==> config.mk <==
export PLATFORM = sky130hd
export DESIGN_NAME = matmul_result_drain
export DESIGN_NICKNAME = d
export VERILOG_FILES = /design/src/rtl/mma_pkg.sv /design/src/rtl/mma_row_sat.sv /design/src/rtl/matmul_result_drain.sv
export SDC_FILE = /design/constraint.sdc
export NUM_CORES = 1
export LEC_CHECK = 0
export ABC_AREA = 1
export ABC_CLOCK_PERIOD_IN_PS = 1800
export CORE_MARGIN = 2
export CORE_UTILIZATION = 40
export DETAILED_ROUTE_END_ITERATION = 8
export GPL_TIMING_DRIVEN = 0
export HOLD_SLACK_MARGIN = 0.15
export MAX_ROUTING_LAYER = met4
export PLACE_DENSITY_LB_ADDON = 0.12
export SYNTH_ARGS = -nofsm -noshare
export SYNTH_HDL_FRONTEND = slang
export SYNTH_HIERARCHICAL = 1
export SYNTH_SLANG_ARGS = --single-unit
==> constraint.sdc <==
create_clock -name clk_i -period 1.8 [get_ports clk_i]
set_input_delay 0.18 -clock clk_i [delete_from_list [all_inputs] [get_ports clk_i]]
set_output_delay 0.18 -clock clk_i [all_outputs]
set_load 0.01 [all_outputs]
==> src/rtl/mma_pkg.sv <==
`default_nettype none
// ============================================================================
// Module      : mma_pkg
// Description : Shared types and constants for the matmul result drain.
//               It holds the FSM state encoding, the default M/N/P sizes and
//               a shift+saturate helper for the default precision.
// Revision    : 1.0 - initial release
// ============================================================================
package mma_pkg;

    // Default geometry and operand precision
    localparam int c_m = 4;
    localparam int c_n = 4;
    localparam int c_p = 8;

    // Drain FSM state encoding
    typedef logic [0:0] state_t;
    localparam state_t c_idle  = 1'b0;
    localparam state_t c_drain = 1'b1;

    // Saturation bounds, expressed at accumulator width
    localparam logic signed [4*c_p-1:0] c_acc_max = (4*c_p)'(2**(c_p-1) - 1);
    localparam logic signed [4*c_p-1:0] c_acc_min = (4*c_p)'(-(2**(c_p-1)));

    // Arithmetic right shift followed by saturation to c_p signed bits
    function automatic logic signed [c_p-1:0] sat_shift(
        input logic signed [4*c_p-1:0] value,
        input int unsigned             shift
    );
        logic signed [4*c_p-1:0] v;
        v = value >>> shift;
        if (v > c_acc_max) begin
            sat_shift = c_acc_max[c_p-1:0];
        end else if (v < c_acc_min) begin
            sat_shift = c_acc_min[c_p-1:0];
        end else begin
            sat_shift = v[c_p-1:0];
        end
    endfunction

endpackage
`default_nettype wire

==> src/rtl/mma_row_sat.sv <==
`default_nettype none
// ============================================================================
// Module      : mma_row_sat
// Description : Single-element arithmetic right shift by SHIFT followed by
//               saturation from 4*P signed bits down to P signed bits.
//               Instantiated per column when MMA_DRAIN_SAT_EN is defined.
// Revision    : 1.0 - initial release
// ============================================================================
module mma_row_sat
    import mma_pkg::*;
#(
    parameter int P     = c_p,
    parameter int SHIFT = 0
) (
    input  logic signed [4*P-1:0] i_value,
    output logic signed [P-1:0]   o_value
);

    logic signed [4*P-1:0] w_shifted;
    logic [3*P:0]          w_upper;
    logic                  w_fits;

    assign w_shifted = i_value >>> SHIFT;

    // The value fits in P bits when every bit above the P-bit sign bit
    // matches it, i.e. the top 3*P+1 bits are all zeros or all ones.
    assign w_upper = w_shifted[4*P-1:P-1];
    assign w_fits  = (&w_upper) | ~(|w_upper);

    assign o_value = w_fits               ? w_shifted[P-1:0] :
                     w_shifted[4*P-1]     ? {1'b1, {(P-1){1'b0}}} :
                                            {1'b0, {(P-1){1'b1}}};

endmodule
`default_nettype wire

==> src/rtl/matmul_result_drain.sv <==
`default_nettype none
// ============================================================================
// Module      : matmul_result_drain
// Description : Captures an M x N matrix of signed 4*P-bit accumulators on a
//               valid/ready handshake and streams it out one row per beat
//               with a last flag on row M-1. Back-to-back capture on the last
//               beat keeps the output bus bubble-free.
//               Optional macro MMA_DRAIN_SAT_EN: rows are shifted by SHIFT and
//               saturated to P bits on the way out.
// Revision    : 1.0 - initial release
// ============================================================================
module matmul_result_drain
    import mma_pkg::*;
#(
    parameter int M     = c_m,
    parameter int N     = c_n,
    parameter int P     = c_p,
    parameter int SHIFT = 0
) (
    input  logic                              clk_i,
    input  logic                              rst_ni,
    input  logic                              in_valid_i,
    output logic                              in_ready_o,
    input  logic signed [4*P-1:0]             in_data_i [M][N],
    output logic                              out_valid_o,
    input  logic                              out_ready_i,
`ifdef MMA_DRAIN_SAT_EN
    output logic signed [P-1:0]               out_data_o [N],
`else
    output logic signed [4*P-1:0]             out_data_o [N],
`endif
    output logic [((M > 1) ? $clog2(M) : 1)-1:0] out_row_o,
    output logic                              out_last_o,
    output logic                              busy_o
);

    localparam int RW = (M > 1) ? $clog2(M) : 1;
    localparam logic [RW-1:0] c_row_max = RW'(M - 1);

    state_t                r_state;
    state_t                w_state_nxt;
    logic [RW-1:0]         r_row;
    logic [RW-1:0]         w_row_nxt;
    logic signed [4*P-1:0] r_hold [M][N];
    logic signed [4*P-1:0] w_row_data [N];

    logic w_last;
    logic w_beat;
    logic w_capture;

    assign w_last    = (r_row == c_row_max);
    assign w_beat    = (r_state == c_drain) && out_ready_i;

    // A new matrix may enter while idle, or on the final beat of a drain
    // so the next matrix follows without a bubble.
    assign in_ready_o = (r_state == c_idle) ||
                        ((r_state == c_drain) && w_last && out_ready_i);
    assign w_capture  = in_valid_i && in_ready_o;

    assign out_valid_o = (r_state == c_drain);
    assign out_row_o   = r_row;
    assign out_last_o  = (r_state == c_drain) && w_last;
    assign busy_o      = (r_state == c_drain);

    // State and row counter register
    always_ff @(posedge clk_i or negedge rst_ni) begin
        if (!rst_ni) begin
            r_state <= c_idle;
            r_row   <= '0;
        end else begin
            r_state <= w_state_nxt;
            r_row   <= w_row_nxt;
        end
    end

    // Next state: capture restarts at row 0, beats advance or finish the drain
    always_comb begin
        w_state_nxt = r_state;
        w_row_nxt   = r_row;
        if (w_capture) begin
            w_state_nxt = c_drain;
            w_row_nxt   = '0;
        end else if (w_beat) begin
            if (w_last) begin
                w_state_nxt = c_idle;
                w_row_nxt   = '0;
            end else begin
                w_row_nxt = r_row + 1'b1;
            end
        end
    end

    // Holding register loads only on an input handshake
    always_ff @(posedge clk_i or negedge rst_ni) begin
        if (!rst_ni) begin
            r_hold <= '{default: '0};
        end else if (w_capture) begin
            r_hold <= in_data_i;
        end
    end

    // Row select; the bus reads zero whenever nothing is being drained
    always_comb begin
        for (int j = 0; j < N; j++) begin
            w_row_data[j] = '0;
        end
        if (r_state == c_drain) begin
            w_row_data = r_hold[r_row];
        end
    end

`ifdef MMA_DRAIN_SAT_EN
    for (genvar j = 0; j < N; j++) begin : g_sat
        mma_row_sat #(
            .P     (P),
            .SHIFT (SHIFT)
        ) u_row_sat (
            .i_value (w_row_data[j]),
            .o_value (out_data_o[j])
        );
    end
`else
    for (genvar j = 0; j < N; j++) begin : g_pass
        assign out_data_o[j] = w_row_data[j];
    end
`endif

endmodule
`default_nettype wire

; Word level (Yosys, flattened, before mapping)
; Index checks and enable logic that the tools add are counted.
[totals]
output_inout_bits = 134
latch_bits = 0
rom_bits = 0
elab_cells = 41
ff_bits = 515
mem_count = 0
ram_bits = 0
[classes]
bitwise = 2
n_addsub = 1
div = 0
magnitude_cmp = 1
eq_ne = 1
mul = 0
reduce_logical = 8
shifts = 0
mux = 10
[op_table]
columns = operator, n
row1 = two-way mux 128 bit, 3
row2 = binary-select mux 128 bit (select 2 bit), 1
row3 = two-way mux 2 bit, 3
row4 = logical AND 1 bit, 4
row5 = nonzero test 2 bit, 2
row6 = greater-or-equal comparator 3 bit (second input constant), 1
row7 = two-way mux 1 bit, 3
row8 = NOT 2 -> 3 bit, 1
row9 = adder 2 x 1 -> 2 bit (second input constant), 1
row10 = equality test 2 bit (second input constant), 1
row11 = AND reduction 2 bit, 1
row12 = logical OR 1 bit, 1
row13 = NOT 1 bit, 1

; Depth between registers and ports, before layout
; Gate-level depths: netlist of the first run.
[depth]
depth_word = 7
depth_mapped = 8
depth_no_buf = 6

; Least setup slack after synthesis of the first run
; Ideal clock, no wire load.
[synth_timing]
path_type = flip-flop to flip-flop
startpoint = register r_row[1], in the netlist out_row_o[1]
endpoint = register r_hold[16] in the netlist's numbering
stages_incl_launch_ff = 9
arrival_time_ns = 1.330
path_slack_ns = 0.354
period_less_slack_ns = 1.446
path_cell_list = dfrtp_1 -> ha_1 -> nand2_1 -> nand2_2 -> buf_6 -> buf_12 -> buf_8 -> nand3_2 -> nand2_1
[synth_between]
elab_chain_len = 5
[synth_rtl]
columns = item, line
row1 = from (decl), matmul_result_drain.sv:42  ; logic [RW-1:0] r_row;
row2 = from (signal assigned), matmul_result_drain.sv:72  ; r_row <= w_row_nxt;
row3 = equality test 2 bit, matmul_result_drain.sv:51  ; assign w_last = (r_row == c_row_max);
row4 = logical AND 1 bit (2 in a row), matmul_result_drain.sv:57  ; ((r_state == c_drain) && w_last && out_ready_i);
row5 = logical OR 1 bit, matmul_result_drain.sv:56  ; assign in_ready_o = (r_state == c_idle) ||
row6 = logical AND 1 bit, matmul_result_drain.sv:58  ; assign w_capture = in_valid_i && in_ready_o;
row7 = to (signal assigned), matmul_result_drain.sv:98  ; r_hold <= in_data_i;
row8 = to (decl), matmul_result_drain.sv:44  ; logic signed [4*P-1:0] r_hold [M][N];
; No other way between the ends.
; A chain may end at the register's enable or synchronous reset.

==> flow_results.xml, run 1 <==
<?xml version="1.0" encoding="UTF-8"?>
<metrics>
  <group name="min_path">
    <metric name="timing.hold.worst.class" unit="">in2async</metric>
  </group>
  <group name="drt">
    <metric name="final_antenna_net_count" unit="">0</metric>
    <metric name="vias_per_cell" unit="">4.915</metric>
    <metric name="routed-via-count" unit="">28370</metric>
    <metric name="wl_per_cell" unit="um">18.94</metric>
    <metric name="drt_pre_antenna_iters" unit="">6</metric>
    <metric name="remaining_drc_errors" unit="">0</metric>
    <metric name="first_iter_violations" unit="">2142</metric>
    <metric name="detail_route.wirelength" unit="um">109300</metric>
  </group>
  <group name="yosys">
    <metric name="yosys.area.top_type_share" unit="%">47.35</metric>
    <metric name="ys_async_sr_fraction" unit="%">100.0</metric>
    <metric name="synth_compound_gate_area_share" unit="%">2.372</metric>
    <metric name="synth_top_cell_by_area" unit="">dfrtp_1</metric>
    <metric name="ys_types" unit="">19</metric>
    <metric name="parity_gate_share_of_the_synthesized_area_counting_xor_and_xnor_cells" unit="%">0</metric>
    <metric name="synth.cell_area" unit="um2">27210</metric>
    <metric name="yosys_register_bits" unit="">515</metric>
    <metric name="muxShareOfSynthArea" unit="%">0</metric>
    <metric name="syn_area_per_cell" unit="um2">7.257</metric>
    <metric name="yosys_warnings" unit="">6</metric>
    <metric name="synthFlopType" unit="">dfrtp_1</metric>
    <metric name="seq_area_frac_synth" unit="%">47.35</metric>
    <metric name="number_of_enable_type_register_cells_in_the_synthesized_netlist" unit="">0</metric>
    <metric name="top_cells_by_area_synth" unit="">dfrtp_1 (47%), nand2_1 (21%), nand3_1 (13%)</metric>
    <metric name="synth_adder_area_share" unit="%">0.04597</metric>
    <metric name="mapped_nets" unit="">4267</metric>
    <metric name="synth_top_family_by_area" unit="">simple AND/OR/NAND/NOR gates</metric>
    <metric name="synth_simple_gate_area_share" unit="%">36.86</metric>
    <metric name="post_synth_inst_count" unit="">3750</metric>
  </group>
  <group name="power">
    <metric name="pwr_density_cell" unit="nW/um2">1587</metric>
    <metric name="power" unit="W">0.06573</metric>
    <metric name="largest_voltage_drop_on_the_vdd_net" unit="mV">0.9302</metric>
    <metric name="power_leakage" unit="nW">21.40</metric>
  </group>
  <group name="worst_setup_path">
    <metric name="critical_path_required_time" unit="ns">1.62</metric>
    <metric name="critical_path_class" unit="">reg2out</metric>
    <metric name="arrival" unit="ns">2.16</metric>
    <metric name="crit_path_max_fo" unit="">10</metric>
    <metric name="timing.critical_path.to_type" unit="">output pin</metric>
    <metric name="critical_path_source_type" unit="">flop</metric>
  </group>
  <group name="cells_and_area">
    <metric name="ff_latch_area" unit="um2">12890</metric>
    <metric name="finish.net_count" unit="">5348</metric>
    <metric name="layout-drive-gt1-share" unit="%">16.02</metric>
    <metric name="area_growth" unit="%">52.21</metric>
    <metric name="multi_input_logic_area" unit="um2">11570</metric>
    <metric name="nFillCells" unit="">6137</metric>
    <metric name="utilization" unit="%">61.57</metric>
  </group>
  <group name="sta">
    <metric name="fmaxAchievable" unit="MHz">428.0</metric>
    <metric name="final.setup.worst_slack" unit="ns">-0.5363</metric>
    <metric name="grt_setup_unrepaired" unit="">yes</metric>
    <metric name="maxSlewHeadroom" unit="%">7.999</metric>
    <metric name="hold_slack" unit="ns">-0.5219</metric>
    <metric name="tightestPinTransition" unit="ns">1.380</metric>
    <metric name="fin_worst_skew" unit="ns">0.01132</metric>
    <metric name="fin_setup_tns" unit="ns">-152.81</metric>
    <metric name="timing.final.max_slew_violations" unit="">0</metric>
    <metric name="final-setup-viol-count" unit="">634</metric>
    <metric name="final.period_utilization" unit="%">129.8</metric>
    <metric name="final_hold_violating_endpoints" unit="">207</metric>
    <metric name="layout_min_cycle_time" unit="ns">2.336</metric>
  </group>
  <group name="clock_network">
    <metric name="cts.path.max_buffers" unit="">3</metric>
    <metric name="worst_skew_pair.late_latency" unit="ns">0.62</metric>
    <metric name="cts_hold_buf" unit="">359</metric>
    <metric name="clkTransAtPathRegs" unit="ns">0.06</metric>
    <metric name="clock_tree_from_tritoncts" unit="">done</metric>
    <metric name="clock-root-buffer" unit="">clkbuf_16</metric>
    <metric name="cts-buffers-inserted" unit="">58</metric>
    <metric name="clock-sinks" unit="">515</metric>
    <metric name="cts_max_level" unit="">2</metric>
  </group>
  <group name="floorplan">
    <metric name="die_extent_in_y" unit="um">264.8</metric>
    <metric name="fp_rows" unit="">95</metric>
    <metric name="initial_core_util" unit="%">40.45</metric>
    <metric name="ioPinCount" unit="">650</metric>
    <metric name="core_region_area" unit="um2">67280</metric>
    <metric name="die_area" unit="um2">70140</metric>
    <metric name="die_w" unit="um">264.8</metric>
  </group>
  <group name="global_route">
    <metric name="globalRoute.totalOverflow" unit="">0</metric>
    <metric name="wire_length_of_the_first_global_routing_pass" unit="um">164000</metric>
    <metric name="gr-usage-all-layers" unit="%">31.51</metric>
    <metric name="pin_count_of_the_biggest_net_entering_global_routing" unit="">92</metric>
    <metric name="antenna_found_initial" unit="">24</metric>
    <metric name="via_count_of_the_first_global_routing_pass" unit="">27990</metric>
  </group>
  <group name="status">
    <metric name="failed_checks" unit="">negative hold slack, negative setup slack</metric>
    <metric name="result_of_the_run" unit="">finished with violations</metric>
  </group>
  <group name="placed_design">
    <metric name="dp_hpwl" unit="um">78680</metric>
    <metric name="place_worst_setup_slack" unit="ns">-1.192</metric>
    <metric name="place.gp.congestion" unit="">0.9310</metric>
    <metric name="port_buffers" unit="">648</metric>
  </group>
  <group name="flow_run">
    <metric name="max-cap-violations" unit="">0</metric>
  </group>
</metrics>
## layout by cell type, fill, tap and decap left out, drive strengths merged
| cell | count |
|---|---|
| a21oi | 128 |
| buf | 382 |
| bufinv | 4 |
| clkbuf | 121 |
| clkdlybuf4s15 | 1 |
| clkdlybuf4s50 | 517 |
| clkinv | 11 |
| dfrtp | 515 |
| diode | 24 |
| dlygate4sd3 | 359 |
| ha | 1 |
| inv | 519 |
| nand2 | 1546 |
| nand3 | 770 |
| nor2 | 1 |
| o21ai | 1 |
## synthesized netlist by cell type (4+ instances only)
library cell / count
nand2_1: 1544
nand3_1: 698
inv_1: 517
dfrtp_1: 515
buf_2: 177
a21oi_1: 128
nand3_2: 72
buf_6: 42
clkbuf_1: 30
buf_8: 9
buf_4: 7
buf_1: 4
## cell type report
| type | instances | area share (%) |
|---|---|---|
| Sequential cell | 515 | 31.12 |
| Multi-Input combinational cell | 2447 | 27.94 |
| Timing Repair Buffer | 1021 | 23.47 |
| Buffer | 270 | 5.322 |
| Inverter | 518 | 4.706 |
| Clock buffer | 89 | 4.223 |
| Tap cell | 873 | 2.637 |
| Clock inverter | 16 | 0.4440 |
| Antenna cell | 24 | 0.1450 |
## through the flow
step / area, um2 / cells
after detailed placement: 34960 / 5277
after global placement: 34790 / 5271
final: 41420 / 5773
after floorplan: 27210 / 3750
after global routing: 41420 / 5771
after CTS: 41110 / 5745
## final timing paths
kind	start	end	cells after the start	slack (ns)
worst min-delay path	rst_ni	r_hold[41]	1	-0.52
worst max-delay path	out_row_o[0]	out_data_o[119]	7	-0.54
worst max register to register	out_row_o[0]	r_hold[35]	10	-0.29
worst min register to register	r_hold[116]	r_hold[116]	2	0.47
min in group clk_i	in_data_i[203]	r_hold[203]	3	0.17
max in group asynchronous	rst_ni	r_hold[361]	4	0.74
## state kept, by name, indices dropped and copies added (netlist names)
name	flops
out_row_o	2
r_hold	512
busy_o	1
## metal layers
metal	part of all wire [%]	track usage, %
met5	0	-
met3	5.7	3.994
met4	4.9	13.57
met2	48	51.19
met1	42	39.69
## worst max-delay path, cell delays in order, from the launching register on
cell and delay (ns):
dfrtp_1 0.42, buf_6 0.17, buf_8 0.19, buf_4 0.19
nand2_1 0.08, nand3_2 0.10, a21oi_4 0.24, buf_6 0.14
## cells by family (layout without fill, tap and decap cells)
family / Yosys count / count (layout)
simple gates: 2317 / 2317
buf+inv: 788 / 1914
flops: 515 / 515
compound gates: 129 / 129
fa+ha+maj: 1 / 1
other cells: 0 / 24
## power breakdown
group / internal, W / total, W / switching [W] / leakage (nW)
Clock: 0.00721 / 0.0122 / 0.00504 / 0.963
Combinational: 0.0136 / 0.0338 / 0.0202 / 14.0
Sequential: 0.0169 / 0.0197 / 0.00282 / 6.45
Total: 0.0377 / 0.0657 / 0.0281 / 21.4
## what timing repair did
action,in CTS,in global routing
pin swaps,35,62
buffers inserted,4,4
gates resized for setup,576,350
endpoints found under the hold margin,575,209
endpoints found under the setup margin,614,634
Note: power is estimated with default switching activity, not from simulation.
==> run 2, diff against run 1 <==
CORE_AREA = 2 2 256 258   (was not set)
CORE_MARGIN = not set   (was 2)
CORE_UTILIZATION = not set   (was 40)
DIE_AREA = 0 0 258 260   (was not set)
TNS_END_PERCENT = 30   (was not set)
==> run 2 against run 1 <==
The flow still finishes with violations (negative hold slack, negative setup slack); register-to-register slack lost 0.10 ns; setup slack gained 0.00099 ns; combinational power rose by 8.0%; utilization increased by 5.2 points; hold slack better by 0.082 ns; routed wire length grew 1.0%; die area fell by 4.4%; sequential share of layout area is 1.0 points lower; sequential cell count stayed put; maximum frequency about the same; global-route usage rose by 1.2 points; non-clock buffer count grew 30; critical path type unchanged.
==> flow_results.xml, run 2 (same netlist as run 1, synthesis figures left out) <==
<?xml version="1.0" encoding="UTF-8"?>
<metrics>
  <group name="status">
    <metric name="result_of_the_run" unit="">finished with violations</metric>
    <metric name="failed_checks" unit="">negative hold slack, negative setup slack</metric>
  </group>
  <group name="cells_and_area">
    <metric name="most_frequent_cells_in_the_layout" unit="">nand2_1 (1488), nand3_1 (572), clkdlybuf4s50_1 (517), inv_1 (515), dfrtp_1 (512)</metric>
    <metric name="top_register" unit="">r_hold</metric>
    <metric name="finish.net_count" unit="">5379</metric>
    <metric name="area_growth" unit="%">57.26</metric>
    <metric name="utilization" unit="%">66.75</metric>
    <metric name="layout-drive-gt1-share" unit="%">18.35</metric>
    <metric name="most_common_cell_after_layout_fill_and_taps_aside" unit="">nand2_1</metric>
    <metric name="largest_reg_flops" unit="">512</metric>
  </group>
  <group name="drt">
    <metric name="wl_per_cell" unit="um">19.07</metric>
    <metric name="detail_route.wirelength" unit="um">110500</metric>
    <metric name="first_iter_violations" unit="">2126</metric>
    <metric name="routed-via-count" unit="">28780</metric>
    <metric name="final_antenna_net_count" unit="">0</metric>
    <metric name="remaining_drc_errors" unit="">0</metric>
    <metric name="drt_pre_antenna_iters" unit="">6</metric>
    <metric name="vias_per_cell" unit="">4.970</metric>
  </group>
  <group name="placed_design">
    <metric name="port_buffers" unit="">648</metric>
    <metric name="dp_hpwl" unit="um">76960</metric>
    <metric name="place.gp.congestion" unit="">0.9424</metric>
  </group>
  <group name="sta">
    <metric name="maxSlewHeadroom" unit="%">13.45</metric>
    <metric name="final_hold_violating_endpoints" unit="">89</metric>
    <metric name="final.period_utilization" unit="%">129.7</metric>
    <metric name="fmaxAchievable" unit="MHz">428.2</metric>
    <metric name="fin_worst_skew" unit="ns">0.01753</metric>
    <metric name="timing.final.max_slew_violations" unit="">0</metric>
    <metric name="layout_min_cycle_time" unit="ns">2.335</metric>
    <metric name="final.setup.worst_slack" unit="ns">-0.5353</metric>
    <metric name="fin_setup_tns" unit="ns">-206.81</metric>
    <metric name="tightestPinTransition" unit="ns">1.298</metric>
    <metric name="final-setup-viol-count" unit="">638</metric>
    <metric name="hold_slack" unit="ns">-0.4404</metric>
    <metric name="grt_setup_unrepaired" unit="">yes</metric>
  </group>
  <group name="worst_setup_path">
    <metric name="crit_path_max_fo" unit="">10</metric>
    <metric name="critical_path_class" unit="">reg2out</metric>
    <metric name="critical_path_source_type" unit="">flop</metric>
    <metric name="arrival" unit="ns">2.16</metric>
    <metric name="timing.critical_path.to_type" unit="">output pin</metric>
    <metric name="critical_path_required_time" unit="ns">1.62</metric>
  </group>
  <group name="clock_network">
    <metric name="clock-sinks" unit="">515</metric>
    <metric name="cts.path.max_buffers" unit="">3</metric>
    <metric name="clock_tree_from_tritoncts" unit="">done</metric>
    <metric name="worst_skew_pair.late_latency" unit="ns">0.63</metric>
    <metric name="clock-root-buffer" unit="">clkbuf_16</metric>
    <metric name="cts-buffers-inserted" unit="">59</metric>
    <metric name="clkTransAtPathRegs" unit="ns">0.06</metric>
    <metric name="cts_max_level" unit="">2</metric>
  </group>
  <group name="floorplan">
    <metric name="die_area" unit="um2">67080</metric>
    <metric name="core_region_area" unit="um2">64120</metric>
    <metric name="ioPinCount" unit="">650</metric>
    <metric name="die_extent_in_y" unit="um">260</metric>
    <metric name="fp_rows" unit="">93</metric>
    <metric name="die_w" unit="um">258</metric>
    <metric name="initial_core_util" unit="%">42.45</metric>
  </group>
  <group name="power">
    <metric name="pwr_density_cell" unit="nW/um2">1627</metric>
    <metric name="largest_voltage_drop_on_the_vdd_net" unit="mV">1.045</metric>
    <metric name="power" unit="W">0.06963</metric>
    <metric name="power_leakage" unit="nW">21.92</metric>
  </group>
  <group name="global_route">
    <metric name="globalRoute.totalOverflow" unit="">0</metric>
    <metric name="gr-usage-all-layers" unit="%">32.73</metric>
    <metric name="wire_length_of_the_first_global_routing_pass" unit="um">163000</metric>
    <metric name="pin_count_of_the_biggest_net_entering_global_routing" unit="">117</metric>
    <metric name="antenna_found_initial" unit="">25</metric>
    <metric name="via_count_of_the_first_global_routing_pass" unit="">28180</metric>
  </group>
  <group name="flow_run">
    <metric name="max-cap-violations" unit="">0</metric>
  </group>
  <group name="min_path">
    <metric name="timing.hold.worst.class" unit="">in2async</metric>
  </group>
</metrics>
-- run 2: changes by cell type in the layout (fill, tap and decap cells not counted), sizes merged --
cell           change
buf                +4
clkdlybuf4s15      -1
inv                -2
clkinv             +4
clkbuf             +4
bufinv             +6
diode              +1
clkinvlp           +5
dlygate4sd3       +15
-- run 2: worst max-delay path, cell delays in order (launching register included) --
cell,delay [ns]
dfrtp_2,0.44
buf_12,0.18
inv_12,0.06
buf_12,0.16
buf_6,0.15
nand2_1,0.08
nand3_2,0.11
a21oi_4,0.21
buf_6,0.13
-- run 2: metal layers --
layer / share of wire [%] / global-route usage [%]
met4: 4.4 / 13.55
met5: 0 / -
met2: 48 / 52.49
met1: 42 / 42.05
met3: 6.0 / 4.142
-- run 2: final timing paths --
check,cells past startpoint,end,from,slack (ns)
max in group asynchronous,3,r_hold[474],rst_ni,0.59
min,1,r_hold[170],rst_ni,-0.44
max,8,out_data_o[126],out_row_o[0],-0.54
max reg2reg,11,r_hold[146],out_row_o[0],-0.39
min in group clk_i,3,r_hold[202],in_data_i[202],0.15
min reg2reg,2,r_hold[88],r_hold[88],0.47
-- run 2: metrics by stage --
stage	std cells	setup WS, ns	area (um2)
after floorplan	3750	0.3537	27210
after global placement	5253	-23.37	34770
after detailed placement	5257	-1.228	34890
after CTS	5744	-0.6387	41420
after global routing	5790	-0.5857	42800
final	5791	-0.5353	42800
-- run 2: power by group --
group          total (W)  leakage (nW)  internal [W]  switching [W]
combinational     0.0365          14.4        0.0152         0.0212
clock             0.0134          1.07       0.00821        0.00523
sequential        0.0197          6.45        0.0169        0.00285
total             0.0696          21.9        0.0403         0.0293
-- run 2: final cells by class --
class                      instances  area (um2)
inverter                         518        1961
sequential                       515       12890
fill                            5419       21320
antenna                           25       62.56
buffer                           269        2456
timing repair buffer            1052       10200
tap                              855        1070
clock buffer                      81        1752
clock inverter                    29       412.9
multi-input combinational       2447       12000
-- run 2: what timing repair did --
item / in CTS / in global routing
cloned: 0 / 12
buffers inserted: 4 / 10
hold buffers: 373 / 1
pin swaps: 81 / 79
resized for setup: 778 / 332
setup endpoints to repair: 605 / 615
hold endpoints to repair: 464 / 90
==> run 3, diff against run 2 <==
PLACE_DENSITY = 0.7   (was not set)
PLACE_DENSITY_LB_ADDON = not set   (was 0.12)
==> run 3 against run 2 <==
The run still ends with negative hold slack, negative setup slack left; critical path depth stayed put; combinational power down 4%; cell area down 2.3%; cell count down 0.62%; utilization decreased by 1.5 points; sequential power barely moved; clock power is 4% lower; register-to-register slack better by 0.21 ns; largest cell class unchanged.
==> flow_results.xml, run 3 (same netlist as run 1, synthesis figures left out) <==
<?xml version="1.0" encoding="UTF-8"?>
<metrics>
  <group name="sta">
    <metric name="maxSlewHeadroom" unit="%">10.28</metric>
    <metric name="timing.final.max_slew_violations" unit="">0</metric>
    <metric name="final.setup.worst_slack" unit="ns">-0.5191</metric>
    <metric name="grt_setup_unrepaired" unit="">yes</metric>
    <metric name="fin_worst_skew" unit="ns">0.01184</metric>
    <metric name="layout_min_cycle_time" unit="ns">2.319</metric>
    <metric name="hold_slack" unit="ns">-0.4365</metric>
    <metric name="tightestPinTransition" unit="ns">1.346</metric>
    <metric name="final.period_utilization" unit="%">128.8</metric>
    <metric name="fmaxAchievable" unit="MHz">431.2</metric>
    <metric name="final_hold_violating_endpoints" unit="">107</metric>
    <metric name="final-setup-viol-count" unit="">335</metric>
  </group>
  <group name="cells_and_area">
    <metric name="most_frequent_cells_in_the_layout" unit="">nand2_1 (1522), nand3_1 (613), clkdlybuf4s50_1 (517), inv_1 (515), dfrtp_1 (513)</metric>
    <metric name="finish.net_count" unit="">5346</metric>
    <metric name="utilization" unit="%">65.22</metric>
    <metric name="top_register" unit="">r_hold</metric>
    <metric name="ff_latch_area" unit="um2">12890</metric>
    <metric name="layout-drive-gt1-share" unit="%">16.43</metric>
    <metric name="multi_input_logic_area" unit="um2">11670</metric>
    <metric name="most_common_cell_after_layout_fill_and_taps_aside" unit="">nand2_1</metric>
    <metric name="nFillCells" unit="">5360</metric>
    <metric name="area_growth" unit="%">53.65</metric>
    <metric name="largest_reg_flops" unit="">512</metric>
  </group>
  <group name="power">
    <metric name="pwr_density_cell" unit="nW/um2">1612</metric>
    <metric name="power_leakage" unit="nW">21.55</metric>
    <metric name="largest_voltage_drop_on_the_vdd_net" unit="mV">1.013</metric>
  </group>
  <group name="drt">
    <metric name="remaining_drc_errors" unit="">0</metric>
    <metric name="detail_route.wirelength" unit="um">111700</metric>
    <metric name="routed-via-count" unit="">29200</metric>
    <metric name="final_antenna_net_count" unit="">0</metric>
    <metric name="first_iter_violations" unit="">2593</metric>
    <metric name="wl_per_cell" unit="um">19.41</metric>
    <metric name="drt_pre_antenna_iters" unit="">5</metric>
    <metric name="vias_per_cell" unit="">5.075</metric>
  </group>
  <group name="clock_network">
    <metric name="cts_max_level" unit="">2</metric>
    <metric name="clock-root-buffer" unit="">clkbuf_16</metric>
    <metric name="cts.path.max_buffers" unit="">3</metric>
    <metric name="clock_tree_from_tritoncts" unit="">done</metric>
    <metric name="clock-sinks" unit="">515</metric>
    <metric name="worst_skew_pair.late_latency" unit="ns">0.62</metric>
    <metric name="cts-buffers-inserted" unit="">57</metric>
    <metric name="clkTransAtPathRegs" unit="ns">0.06</metric>
  </group>
  <group name="placed_design">
    <metric name="port_buffers" unit="">648</metric>
    <metric name="dp_hpwl" unit="um">77200</metric>
    <metric name="place.gp.congestion" unit="">0.9363</metric>
    <metric name="place_worst_setup_slack" unit="ns">-1.192</metric>
  </group>
  <group name="flow_run">
    <metric name="max-cap-violations" unit="">0</metric>
  </group>
  <group name="global_route">
    <metric name="globalRoute.totalOverflow" unit="">0</metric>
    <metric name="wire_length_of_the_first_global_routing_pass" unit="um">164300</metric>
    <metric name="via_count_of_the_first_global_routing_pass" unit="">28620</metric>
    <metric name="antenna_found_initial" unit="">20</metric>
    <metric name="gr-usage-all-layers" unit="%">32.97</metric>
    <metric name="pin_count_of_the_biggest_net_entering_global_routing" unit="">116</metric>
  </group>
  <group name="worst_setup_path">
    <metric name="critPathBufInv" unit="">5</metric>
    <metric name="cpMaxStageDelayCell" unit="">dfrtp_1</metric>
    <metric name="critical_path.cell_chain" unit="">buf_6, inv_8, clkbuf_16, buf_8, nand2_1, nand3_2, a21oi_4, buf_2</metric>
    <metric name="arrival" unit="ns">2.14</metric>
    <metric name="slowest_delay" unit="ns">0.37</metric>
    <metric name="critical_path_source_type" unit="">flop</metric>
    <metric name="reg2reg_slack" unit="ns">-0.18</metric>
    <metric name="timing.critical_path.max_delay_family" unit="">buffers and inverters</metric>
    <metric name="critical_path_required_time" unit="ns">1.62</metric>
    <metric name="crit_path_max_fo" unit="">10</metric>
    <metric name="timing.critical_path.to_type" unit="">output pin</metric>
    <metric name="critical_path_class" unit="">reg2out</metric>
  </group>
  <group name="floorplan">
    <metric name="initial_core_util" unit="%">42.45</metric>
    <metric name="die_area" unit="um2">67080</metric>
    <metric name="die_extent_in_y" unit="um">260</metric>
    <metric name="fp_rows" unit="">93</metric>
    <metric name="die_w" unit="um">258</metric>
    <metric name="ioPinCount" unit="">650</metric>
    <metric name="core_region_area" unit="um2">64120</metric>
  </group>
  <group name="min_path">
    <metric name="timing.hold.worst.class" unit="">in2async</metric>
  </group>
  <group name="status">
    <metric name="failed_checks" unit="">negative hold slack, negative setup slack</metric>
    <metric name="result_of_the_run" unit="">finished with violations</metric>
  </group>
</metrics>
==> run 3: per-stage QoR <==
step / area (um2) / TNS (ns) / cells / power [W] / hold slack, ns
5_1_grt: 41800 / -112.13 / 5749 / 0.07170 / -0.3225
2_1_floorplan: 27210 / 0 / 3750 / 0.03739 / -0.1156
4_1_cts: 41000 / -99.33 / 5723 / 0.06498 / -0.3782
6_report: 41820 / -74.95 / 5755 / 0.06741 / -0.4365
3_3_place_gp: 34770 / - / 5253 / 0.05087 / 0.4531
3_5_place_dp: 34890 / -180.63 / 5257 / 0.05128 / 0.2803
==> run 3: worst paths after layout <==
| path | start | to | cells past startpoint |
|---|---|---|---|
| worst min register to register | r_hold[409] | r_hold[409] | 2 |
| worst max-delay path | out_row_o[0] | out_data_o[118] | 8 |
| min in group clk_i | in_data_i[395] | r_hold[395] | 3 |
| worst min-delay path | rst_ni | r_hold[237] | 1 |
| max in group asynchronous | rst_ni | r_hold[165] | 3 |
| worst max register to register | out_row_o[0] | r_hold[476] | 10 |
==> run 3: area by class of cell <==
cell class | instances | area share [%]
inverter | 518 | 4.668
sequential | 515 | 30.82
antenna | 24 | 0.1436
clock buffer | 83 | 4.105
buffer | 270 | 5.721
clock inverter | 23 | 0.7331
multi-input combinational | 2447 | 27.90
tap | 855 | 2.558
timing repair buffer | 1020 | 23.34
==> run 3: metal layers <==
metal	part of all wire (%)	GRT usage [%]	routed length, um	up-vias
met5	0	-	0	-
met4	4.5	13.44	5056	0
met3	7.2	4.922	8057	285
met2	48	54.08	53650	1339
met1	40	40.95	44930	13890
li1	-	-	-	13690
==> run 3: what timing repair did <==
| action | 4_1_cts | 5_1_grt |
|---|---|---|
| resized for setup | 542 | 488 |
| endpoints found under the hold margin | 467 | 109 |
| cloned | 0 | 4 |
| setup buffers | 2 | 2 |
| setup endpoints to repair | 584 | 620 |
| hold buffers | 358 | 2 |
| pin swaps | 36 | 80 |
==> run 3: worst reg2reg max path, delay by kind of cell, from the launching register on <==
family,cells,cell delay (ns)
buf+inv,4,0.91
flops,1,0.40
simple gates,5,0.45
fa+ha+maj,1,0.16
==> run 3: power by group <==
part           switching (W)  total [W]  internal, W  leakage (nW)
clock                0.00517     0.0128      0.00760          1.01
combinational         0.0208     0.0349       0.0141          14.1
sequential           0.00289     0.0198       0.0169          6.45
